<file path="src/rtl/instruction_fetch_if.sv">
// rtl/instruction_fetch_if.sv - fetch-stage bundle: PC control, program memory read, IR handshake
interface instruction_fetch_if;
    logic       run;
    logic [7:0] pc_in;
    logic       pc_enable;
    logic       ld;
    logic [7:0] pc_load_val;
    logic       mem_rd;
    logic [7:0] mem_addr;
    logic       mem_ready;
    logic [7:0] mem_data;
    logic [7:0] ir_out;
    logic       ir_valid;
    logic       ir_ready;
    logic       halted;
    logic       fetch_err;

    modport master (
        input  run, pc_in, mem_ready, mem_data, ir_ready,
        output pc_enable, ld, pc_load_val, mem_rd, mem_addr, ir_out, ir_valid, halted, fetch_err
    );

    modport slave (
        output run, pc_in, mem_ready, mem_data, ir_ready,
        input  pc_enable, ld, pc_load_val, mem_rd, mem_addr, ir_out, ir_valid, halted, fetch_err
    );
endinterface

</file>
<file path="src/rtl/instruction_fetch.sv">
// rtl/instruction_fetch.sv - byte fetch into IR, internal absolute JMP, HLT, IR valid/ready to decode
// Optional FETCH_TIMEOUT_EN: bounded memory wait; expiry sets sticky fetch_err and halts.
module instruction_fetch #(
    parameter logic [3:0]  JMP_OPC = 4'hC,
    parameter logic [3:0]  HLT_OPC = 4'hF,
    parameter int unsigned TIMEOUT = 15
) (
    input  logic                clk,
    input  logic                reset,
    instruction_fetch_if.master bus
);
    typedef enum logic [2:0] {IDLE, FETCH, TARGET, HOLD, HALT} state_t;

    state_t     state;
    state_t     state_next;
    logic [7:0] ir;
    logic       timeout_hit;

`ifdef FETCH_TIMEOUT_EN
    logic [3:0] wait_cnt;
    logic       err;
    logic       waiting;

    // Every exit from FETCH/TARGET happens on mem_ready, so clearing on ready also covers state entry.
    assign waiting     = ((state == FETCH) || (state == TARGET)) && !bus.mem_ready;
    assign timeout_hit = waiting && (wait_cnt == 4'(TIMEOUT - 1));

    always_ff @(posedge clk or posedge reset) begin
        if (reset) begin
            wait_cnt <= 4'd0;
            err      <= 1'b0;
        end else begin
            wait_cnt <= waiting ? wait_cnt + 4'd1 : 4'd0;
            if (timeout_hit) begin
                err <= 1'b1;
            end
        end
    end

    assign bus.fetch_err = err;
`else
    assign timeout_hit   = 1'b0;
    assign bus.fetch_err = 1'b0;
`endif

    always_ff @(posedge clk or posedge reset) begin
        if (reset) begin
            state <= IDLE;
            ir    <= 8'h00;
        end else begin
            state <= state_next;
            if ((state == FETCH) && bus.mem_ready) begin
                ir <= bus.mem_data;
            end
        end
    end

    always_comb begin
        state_next      = state;
        bus.mem_rd      = 1'b0;
        bus.pc_enable   = 1'b0;
        bus.ld          = 1'b0;
        bus.pc_load_val = 8'h00;
        case (state)
            IDLE: begin
                if (bus.run) begin
                    state_next = FETCH;
                end
            end
            FETCH: begin
                bus.mem_rd = 1'b1;
                if (bus.mem_ready) begin
                    bus.pc_enable = 1'b1;
                    if (bus.mem_data[7:4] == JMP_OPC) begin
                        state_next = TARGET;
                    end else if (bus.mem_data[7:4] == HLT_OPC) begin
                        state_next = HALT;
                    end else begin
                        state_next = HOLD;
                    end
                end else if (timeout_hit) begin
                    state_next = HALT;
                end
            end
            TARGET: begin
                // The target byte replaces the PC, so no increment accompanies the load.
                bus.mem_rd = 1'b1;
                if (bus.mem_ready) begin
                    bus.ld          = 1'b1;
                    bus.pc_load_val = bus.mem_data;
                    state_next      = bus.run ? FETCH : IDLE;
                end else if (timeout_hit) begin
                    state_next = HALT;
                end
            end
            HOLD: begin
                if (bus.ir_ready) begin
                    state_next = bus.run ? FETCH : IDLE;
                end
            end
            HALT: begin
                state_next = HALT;
            end
            default: begin
                state_next = IDLE;
            end
        endcase
    end

    assign bus.mem_addr = bus.pc_in;
    assign bus.ir_out   = ir;
    assign bus.ir_valid = (state == HOLD);
    assign bus.halted   = (state == HALT);
endmodule

</file>
<file path="src/flat_wrapper.sv">
// flat-port wrapper written by rule: the top's interface ports become plain ports
module instruction_fetch_flat 
#(
    parameter logic [3:0]  JMP_OPC = 4'hC,
    parameter logic [3:0]  HLT_OPC = 4'hF,
    parameter int unsigned TIMEOUT = 15
)
  (clk, reset, bus_run, bus_pc_in, bus_mem_ready, bus_mem_data, bus_ir_ready, bus_pc_enable, bus_ld, bus_pc_load_val, bus_mem_rd, bus_mem_addr, bus_ir_out, bus_ir_valid, bus_halted, bus_fetch_err);
  instruction_fetch_if bus_i ();
  input  logic clk;
  input  logic reset;
  input wire logic [$bits(bus_i.run)-1:0] bus_run;
  input wire logic [$bits(bus_i.pc_in)-1:0] bus_pc_in;
  input wire logic [$bits(bus_i.mem_ready)-1:0] bus_mem_ready;
  input wire logic [$bits(bus_i.mem_data)-1:0] bus_mem_data;
  input wire logic [$bits(bus_i.ir_ready)-1:0] bus_ir_ready;
  output wire logic [$bits(bus_i.pc_enable)-1:0] bus_pc_enable;
  output wire logic [$bits(bus_i.ld)-1:0] bus_ld;
  output wire logic [$bits(bus_i.pc_load_val)-1:0] bus_pc_load_val;
  output wire logic [$bits(bus_i.mem_rd)-1:0] bus_mem_rd;
  output wire logic [$bits(bus_i.mem_addr)-1:0] bus_mem_addr;
  output wire logic [$bits(bus_i.ir_out)-1:0] bus_ir_out;
  output wire logic [$bits(bus_i.ir_valid)-1:0] bus_ir_valid;
  output wire logic [$bits(bus_i.halted)-1:0] bus_halted;
  output wire logic [$bits(bus_i.fetch_err)-1:0] bus_fetch_err;
  assign bus_i.run = bus_run;
  assign bus_i.pc_in = bus_pc_in;
  assign bus_i.mem_ready = bus_mem_ready;
  assign bus_i.mem_data = bus_mem_data;
  assign bus_i.ir_ready = bus_ir_ready;
  assign bus_pc_enable = bus_i.pc_enable;
  assign bus_ld = bus_i.ld;
  assign bus_pc_load_val = bus_i.pc_load_val;
  assign bus_mem_rd = bus_i.mem_rd;
  assign bus_mem_addr = bus_i.mem_addr;
  assign bus_ir_out = bus_i.ir_out;
  assign bus_ir_valid = bus_i.ir_valid;
  assign bus_halted = bus_i.halted;
  assign bus_fetch_err = bus_i.fetch_err;
  instruction_fetch #(.JMP_OPC(JMP_OPC), .HLT_OPC(HLT_OPC), .TIMEOUT(TIMEOUT)) u_core (.clk(clk), .reset(reset), .bus(bus_i));
endmodule
</file>
<file path="config.mk">
export PLATFORM = sky130hd
export DESIGN_NAME = instruction_fetch_flat
export DESIGN_NICKNAME = d
export VERILOG_FILES = /design/src/rtl/instruction_fetch_if.sv /design/src/rtl/instruction_fetch.sv /design/src/flat_wrapper.sv
export SDC_FILE = /design/constraint.sdc
export NUM_CORES = 1
export LEC_CHECK = 0
export BUFFER_PORTS_ARGS = -buffer_cell sky130_fd_sc_hd__buf_4
export CORE_MARGIN = 3
export CORE_UTILIZATION = 35
export DETAILED_ROUTE_END_ITERATION = 10
export GPL_ROUTABILITY_DRIVEN = 0
export PLACE_DENSITY_LB_ADDON = 0.2
export SKIP_CTS_REPAIR_TIMING = 1
export SLEW_MARGIN = 20
export SYNTH_ARGS = -nofsm -noshare
export SYNTH_HDL_FRONTEND = slang
export SYNTH_SLANG_ARGS = --single-unit
</file>
<file path="constraint.sdc">
create_clock -name clk -period 1.3 [get_ports clk]
set_input_delay 0.26 -clock clk [delete_from_list [all_inputs] [get_ports clk]]
set_output_delay 0.26 -clock clk [all_outputs]
set_load 0.03 [all_outputs]
</file>
==> impl_metrics.tcl <==
set metrics [dict create \
    p_seq_frac 0.248 \
    cp-end-kind "primary output" \
    cp.arrival_ns 1.36 \
    port_buffers 33 \
    drive_gt1_frac 0.696 \
    cp_num_buf_inv 1 \
    path_delay_family "simple AND/OR/NAND/NOR gates" \
    clockBufferDepth 2 \
    finalClockSkew_ns 0.00538 \
    grt_max_degree 12 \
    synthCells 65 \
    finalPower_mw 2.41 \
    initial_core_util 0.390 \
    cp_max_fo 5 \
    layout_setup_ws_ns -0.322 \
    num_antenna_cells 0 \
    ys_types 25 \
    pre_cts_slack_ns -0.0877 \
    p_leak_nw 0.553 \
    ir_drop_uv 1410 \
    syn_area_per_cell_um2 10.9 \
    violations "negative setup slack" \
    combPwrFrac 0.651 \
    cts.clk_slew.worst_paths_ns 0.08 \
    crit_required_ns 1.04 \
    fillers 171 \
    cp_cell_sequence "and4bb_4 > and2_4 > buf_6" \
    fin_crit_sh 1.25 \
    setup_violations 22 \
    vias 610 \
    cts_tree "yes" \
    muxShareOfSynthArea 0.183 \
    slowest_stage "dfrtp_1" \
    synthAdderAreaFrac 0 \
    net-switching-power_mw 1.03 \
    critPathLaunchType "flip-flop" \
    wl_um 1820 \
    drtAntennaViolNets 0 \
    avgRoutedWirePerCell_um 14.4 \
    grt_setup_unrepaired "yes" \
    path_class "flip-flop to primary output" \
    root_buffer "clkbuf_4" \
    clock_latency_ns 0.28 \
    layout.nets 124 \
    power_density_mw_per_mm2 2160 \
    dp_hpwl_um 1260 \
    power.share.clock 0.101 \
    internal-power_mw 1.37 \
    status "finished with violations" \
    postPlaceCellArea_um2 970 \
    ys_ff_latch 11 \
    num_rows 15 \
    fmax_mhz 616 \
    fp.dieH_um 51.1 \
    clkSinkCount 11 \
    core-area_mm2 0.00182 \
    antenna_found_initial 0 \
    firstDrtPassIters 4 \
    yosysSeqAreaShare 0.387 \
    grt_pass1_vias 561 \
    grt_pass1_wl_um 2590 \
    whs_ns 0.225 \
    drc 0 \
    drt_iter0_drc 8 \
    switching_share 0.429 \
    hp-class "primary input to flip-flop" \
    synthSimpleGateAreaFrac 0.224 \
    ys.warnings.count 0 \
    finalHoldViolCount 0 \
    max_cap_viol_count 0 \
    via_per_inst 4.80 \
    synth_top_family_by_area "simple AND/OR/NAND/NOR gates" \
    syn_area_um2 711 \
    dieArea_mm2 0.00261 \
    design_area_mm2 0.00112 \
    htreeDepth 1 \
    ios 51 \
    finalMaxSlewViolations 0 \
    die_width_um 51.1 \
    overflow 0 \
    synth-compound-area-share 0.0282 \
    synthXorXnorAreaFrac 0.0246 \
    syn_nets 86 \
    cts_made_buffers 3 \
    period_needed_ns 1.62 \
    area_growth_syn_to_layout_pct 57.0 \
    slowest_delay_ns 0.42 \
    grt_usage 0.138 \
]
[state kept, by name (all words and copies together), names as in the netlist]
name	flops
u_core.bus.ir_out	8
u_core.state	3
[cell families after synthesis]
logic type,Yosys count
and+or+nand+nor,21
buffers and inverters,15
muxes,12
DFF,11
AOI/OAI and AO/OA,3
xor gates and xnor gates,2
other,1
[routing by layer]
metal / up-vias / part of all wire / global-route usage / wire (µm)
li1: 286 / - / - / -
met1: 292 / 0.39 / 0.150 / 703
met2: 26 / 0.52 / 0.221 / 946
met3: 6 / 0.076 / 0.0641 / 139
met4: 0 / 0.019 / 0.0762 / 34
met5: - / 0 / 0 / 0
[Yosys cell counts]
cell type | number | area share
a21oi_1 | 2 | 0.014
or2b_1 | 1 | 0.011
conb_1 | 1 | 0.0053
nor3b_1 | 1 | 0.011
nand2b_1 | 1 | 0.0088
a221o_1 | 1 | 0.014
inv_1 | 2 | 0.011
and4b_1 | 1 | 0.014
mux2i_1 | 4 | 0.056
and2_1 | 8 | 0.070
and3b_1 | 1 | 0.012
buf_6 | 1 | 0.016
xnor2_1 | 2 | 0.025
nor3_4 | 1 | 0.023
clkbuf_1 | 1 | 0.0053
or3b_2 | 1 | 0.012
nor2_1 | 1 | 0.0053
nand2_1 | 1 | 0.0053
nand4_1 | 1 | 0.0088
and4bb_2 | 1 | 0.018
mux2_2 | 8 | 0.13
buf_4 | 11 | 0.12
dfrtp_1 | 11 | 0.39
nand2_4 | 1 | 0.016
or3_1 | 1 | 0.0088
[path summary, 6_finish.rpt]
check                                                  from                               end  slack, ns  cells past startpoint
min in group asynchronous                             reset       u_core.state[0]$_DFFE_PP0P_       0.53                      3
hold reg to reg            u_core.bus.ir_out[1]$_DFFE_PP0P_  u_core.bus.ir_out[1]$_DFFE_PP0P_       0.52                      1
hold / removal                              bus_mem_data[0]  u_core.bus.ir_out[0]$_DFFE_PP0P_       0.23                      2
setup reg to reg                u_core.state[0]$_DFFE_PP0P_  u_core.bus.ir_out[5]$_DFFE_PP0P_      -0.19                      6
setup / recovery                u_core.state[0]$_DFFE_PP0P_                bus_pc_load_val[6]      -0.32                      3
max in group asynchronous                             reset  u_core.bus.ir_out[1]$_DFFE_PP0P_       0.47                      3
[through the flow]
stage / setup TNS [ns] / std cells / utilization
after floorplan: -2.61 / 65 / -
after global placement: -0.698 / 117 / 0.533
after detailed placement: -0.954 / 117 / 0.533
after CTS: -4.78 / 121 / 0.548
after global routing: -6.37 / 127 / 0.613
final: -5.09 / 127 / 0.613
[power groups by stage]
stage	Clock [mW]	Sequential [mW]	Combinational [mW]
after floorplan	0	0.833	0.724
after global placement	0	0.584	1.39
after detailed placement	0	0.590	1.41
after CTS	0.256	0.584	1.42
after global routing	0.274	0.621	1.66
final	0.244	0.596	1.57
[cell usage in the layout, fill, tap and decap left out]
| cell | count |
|---|---|
| a21oi_1 | 1 |
| a21oi_2 | 1 |
| a221o_1 | 1 |
| and2_4 | 8 |
| and3b_1 | 1 |
| and4b_1 | 1 |
| and4bb_2 | 1 |
| and4bb_4 | 1 |
| buf_4 | 31 |
| buf_6 | 12 |
| buf_8 | 1 |
| clkbuf_4 | 3 |
| clkinv_2 | 1 |
| conb_1 | 1 |
| dfrtp_1 | 11 |
| dlygate4sd3_1 | 1 |
| inv_1 | 2 |
| mux2_2 | 8 |
| mux2i_1 | 4 |
| nand2_1 | 1 |
| nand2_4 | 1 |
| nand2b_1 | 1 |
| nand4_1 | 1 |
| nor2_1 | 1 |
| nor3_4 | 1 |
| nor3b_4 | 1 |
| or2b_1 | 1 |
| or3_1 | 1 |
| or3b_2 | 1 |
| xnor2_1 | 2 |
[layout make-up]
cell class / count / area, µm² / area share
well taps: 25 / 31.3 / 0.0280
inverters: 2 / 7.51 / 0.00673
clock inverters: 1 / 5.00 / 0.00448
multi-input cells: 40 / 382 / 0.342
flip-flops and latches: 11 / 275 / 0.247
clock buffers: 3 / 22.5 / 0.0202
repair buffers: 45 / 393 / 0.352
(Power assumes the default switching activity.)
